===== src/rtl/param_data_shuffler.sv =====
// param_data_shuffler: two-lane FFT commutator with per-2D-block bypass (in: clk, rst, in_valid, bypass, a, b; out: a1, b1, out_valid, sel_mon)
module param_data_shuffler #(
  parameter int W = 32,
  parameter int D = 4,
  parameter int LOG2D = 2
) (
  input  logic         clk,
  input  logic         rst,
  input  logic         in_valid,
  input  logic         bypass,
  input  logic [W-1:0] a,
  input  logic [W-1:0] b,
  output logic [W-1:0] a1,
  output logic [W-1:0] b1,
  output logic         out_valid,
  output logic         sel_mon
);
  localparam logic [LOG2D:0] full = (LOG2D+1)'(D);
  localparam logic [LOG2D:0] one = (LOG2D+1)'(1);
  logic [LOG2D:0] cnt, fill;
  logic mode, byp, s;
  logic [W-1:0] db [D];
  logic [W-1:0] da [D];
  logic [W-1:0] m0, m1;
  assign sel_mon = cnt[LOG2D];
  always_comb begin
    byp = cnt == '0 ? bypass : mode;
    s = sel_mon & ~byp;
    m0 = s ? db[D-1] : a;
    m1 = s ? a : db[D-1];
  end
  always_ff @(posedge clk or posedge rst)
    if (rst) begin
      cnt <= '0;
      fill <= '0;
      mode <= 1'b0;
      a1 <= '0;
      b1 <= '0;
      out_valid <= 1'b0;
      for (int i = 0; i < D; i++) begin
        db[i] <= '0;
        da[i] <= '0;
      end
    end else begin
      out_valid <= in_valid && fill == full;
      if (in_valid) begin
        cnt <= cnt + one;
        fill <= fill == full ? fill : fill + one;
        mode <= byp;
        a1 <= da[D-1];
        b1 <= m1;
        db[0] <= b;
        da[0] <= m0;
        for (int i = 1; i < D; i++) begin
          db[i] <= db[i-1];
          da[i] <= da[i-1];
        end
      end
    end
endmodule


===== config.mk =====
export PLATFORM = sky130hd
export DESIGN_NAME = param_data_shuffler
export DESIGN_NICKNAME = d
export VERILOG_FILES = /design/src/rtl/param_data_shuffler.sv
export SDC_FILE = /design/constraint.sdc
export NUM_CORES = 1
export LEC_CHECK = 0
export ABC_AREA = 1
export BUFFER_PORTS_ARGS = -buffer_cell sky130_fd_sc_hd__buf_2
export CORE_UTILIZATION = 50
export DETAILED_ROUTE_END_ITERATION = 8
export PLACE_DENSITY = 0.69
export SLEW_MARGIN = 0
export SYNTH_ARGS = -nofsm -noshare
export SYNTH_HDL_FRONTEND = slang
export SYNTH_SLANG_ARGS = --single-unit

===== constraint.sdc =====
create_clock -name clk -period 12.29 [get_ports clk]
set_clock_uncertainty 0.2 [all_clocks]
set_input_delay 0.6145 -clock clk [delete_from_list [all_inputs] [get_ports clk]]
set_output_delay 0.6145 -clock clk [all_outputs]
set_load 0.03 [all_outputs]

==> results.md <==
- # setup viols final: 0
- Crit path cell chain: buf_8, inv_8, buf_4, o21ai_0
- Power per cell area: 216.9 nW/um2
- First-pass GRT wire length: around 42000 um
- Least-Margin Pin Slew: about 1.2 ns
- GRT Util Overall: 0.1906
- CTS resizes: 0
- H-Tree Level Count: 2
- Initial core utilization: 0.5104
- Area delta synth->final: 12.04%
- Critical path class: input pin to register
- Sequential element share of the synthesized area: 0.6154
- 1st-pass router iterations: 7
- Critical path endpoint category: register
- WL final: roughly 25000 um
- Crit Path Max Fanout: 182
- Post-CTS Hold Buffers: 0
- Final nets: between 1500 and 2000
- Die area: 27330 um2
- Reg2reg setup slack: between 9 and 10 ns
- Mean Syn Cell Area: around 9.0 um2
- Worst EP arrival: between 2 and 3 ns
- Std-Cell Rows: 59
- Post-CTS Setup Inserts: 0
- Initial antenna violation count: 2
- Root Buffer: clkbuf_16
- Die height: 165.3 um
- Clock sink count: roughly 330
- Req. time, crit path: about 12 ns
- Largest net degree at the start of global routing: 189
- Remaining DRCs: 14
- Run status: finished with violations
- Max_cap viols: 0
- Vias in the first global route: roughly 8600
- Slowest CP cell: buf_4
- RePlAce Congestion: around 0.81
- Cell Area, Synth: between 10000 and 15000 um2
- Grt ovf: 0
- Syn. warnings: 0
- Port Buffers: around 130
- DRT iter0 DRCs: approximately 800
- Syn_nets: 1550
- CTS tree: built
- Clock transition at the registers of the reported paths: approximately 0.060 ns
- Total Power: about 3200 uW
- Gate Count Post-Synth: 1478
- Worst VDD drop: around 0.12 mV
- Fmax: between 0.3 and 0.4 GHz
- Distinct cells, synth: 20
- Max_slew headroom: 0.2222
- I/O pin cnt: roughly 130
- Failing checks: design-rule violations
- Core area: between 20000 and 30000 um2
- Post-DP HPWL: 14680 um
- Unrepaired setup endpoints after global routing: false
- Share of post-route cells with drive strength above 1: 0.1248
- Worst-skew pair later-pin latency: between 0.4 and 0.5 ns
- Final design utilization: 0.5719
- Slowest stage delay, CP: approximately 0.92 ns
- Routed via count: approximately 9100
- Inserted Clock Buffers: 35
- CP Launch Type: input pin
- Final cycle utilization of the critical path: 0.2227
- Worst hold path class: input pin to async pin
- Routed length per instance: 13.10 um
- Max clock buf depth: 3
- Setup TNS: 0 ns
- Synth Register Bits: 328
- Die X: 165.3 um
- Via density: ~4.7
- DRT antenna net count: 0
- Tmin final: between 2 and 3 ns
- Leakage: approximately 0.0078 uW
- Final hold violation count: 0
- Max Slew Vio Count: 0
[metal layers]
metal / vias to the layer above / global-route usage / wire [um]
met1: 4114 / 0.2876 / 12620
met3: 41 / 0.03472 / 1227
li1: 4743 / - / -
met2: 182 / 0.2805 / 10780
met4: 2 / 0.05702 / 552
met5: - / 0 / 8
[flip-flops by register name, summed over array words and instances (netlist names)]
register   count
db           128
fill           3
b1            32
cnt            3
out_valid      1
da           128
a1            32
mode           1
[final cells by class]
class / count / area, um2
Fill cell: 2409 / 11190
Sequential cell: 328 / 8208
Multi-Input combinational cell: 893 / 3835
Clock buffer: 52 / 1042
Timing Repair Buffer: 139 / 733.2
Inverter: 169 / 649.4
Tap cell: 335 / 419.2
Clock inverter: 6 / 55.05
Antenna cell: 1 / 2.502
[synth_stat cells, drive strengths merged]
library cell	count	area share
o21ai	223	0.085
buf	62	0.042
a21oi	1	0.00037
inv	169	0.048
nor2	3	0.0014
clkbuf	26	0.0073
nand3b	1	0.00056
nand3	96	0.036
xor2	3	0.0020
ha	4	0.0038
nand2	562	0.16
dfrtp	328	0.62
[worst paths after layout]
path	from	depth (start not counted)	end
worst max-delay path	in_valid	4	db[59]$_DFFE_PP0P_
worst min-delay path	rst	2	da[0]$_DFFE_PP0P_
worst max register to register	cnt[2]$_DFFE_PP0P_	5	da[114]$_DFFE_PP0P_
worst min register to register	db[119]$_DFFE_PP0P_	2	db[119]$_DFFE_PP0P_
max in group asynchronous	rst	3	db[115]$_DFFE_PP0P_
min in group clk	b[12]	3	db[108]$_DFFE_PP0P_
[report_power, final]
part           internal, uW  total (uW)  switching [uW]
registers              1340        1470             129
clock network           604        1000             397
logic                   232         770             538
total                  2180        3240            1070
[kinds of logic (layout without fill, tap and decap cells)]
logic type,Yosys count,in the layout,share of synthesized area
adder cells (fa/ha/maj),4,4,0.003752
buffers and inverters,257,366,0.09709
flip-flops,328,328,0.6154
AND/OR/NAND/NOR,662,662,0.1963
XOR/XNOR,3,3,0.001970
AO/OA/AOI/OAI,224,224,0.08546
other,0,1,0
[stage by stage]
| step | std cells | cell area [um2] | hold WS [ns] | setup WS (ns) |
|---|---|---|---|---|
| after floorplan | 1478 | 13340 | 0.2422 | 2.392 |
| after global placement | 1864 | 13840 | 0.2545 | 9.068 |
| after detailed placement | 1864 | 13840 | 0.2586 | 8.972 |
| after CTS | 1922 | 14940 | 0.09543 | 9.498 |
| after global routing | 1923 | 14940 | 0.1030 | 9.241 |
| final | 1923 | 14940 | 0.08594 | 9.553 |
[placed cells by master, fill, tap and decap left out, types with 2 or more instances in the layout]
| cell type | n |
|---|---|
| buf_2 | 132 |
| xor2_1 | 3 |
| ha_1 | 4 |
| clkinv_2 | 5 |
| o21ai_0 | 187 |
| inv_1 | 166 |
| clkbuf_16 | 37 |
| buf_4 | 5 |
| o21ai_2 | 5 |
| nand2_1 | 561 |
| nand3_1 | 96 |
| o21ai_1 | 31 |
| dfrtp_1 | 328 |
| inv_8 | 2 |
| clkbuf_1 | 9 |
| nor2_1 | 2 |
| clkbuf_8 | 6 |
[critical path, delay by kind of cell]
family | cells | cell delay (ns)
buffers and inverters | 3 | 1.88
AO/OA/AOI/OAI | 1 | 0.24
Power figures use the tool's default switching activity.
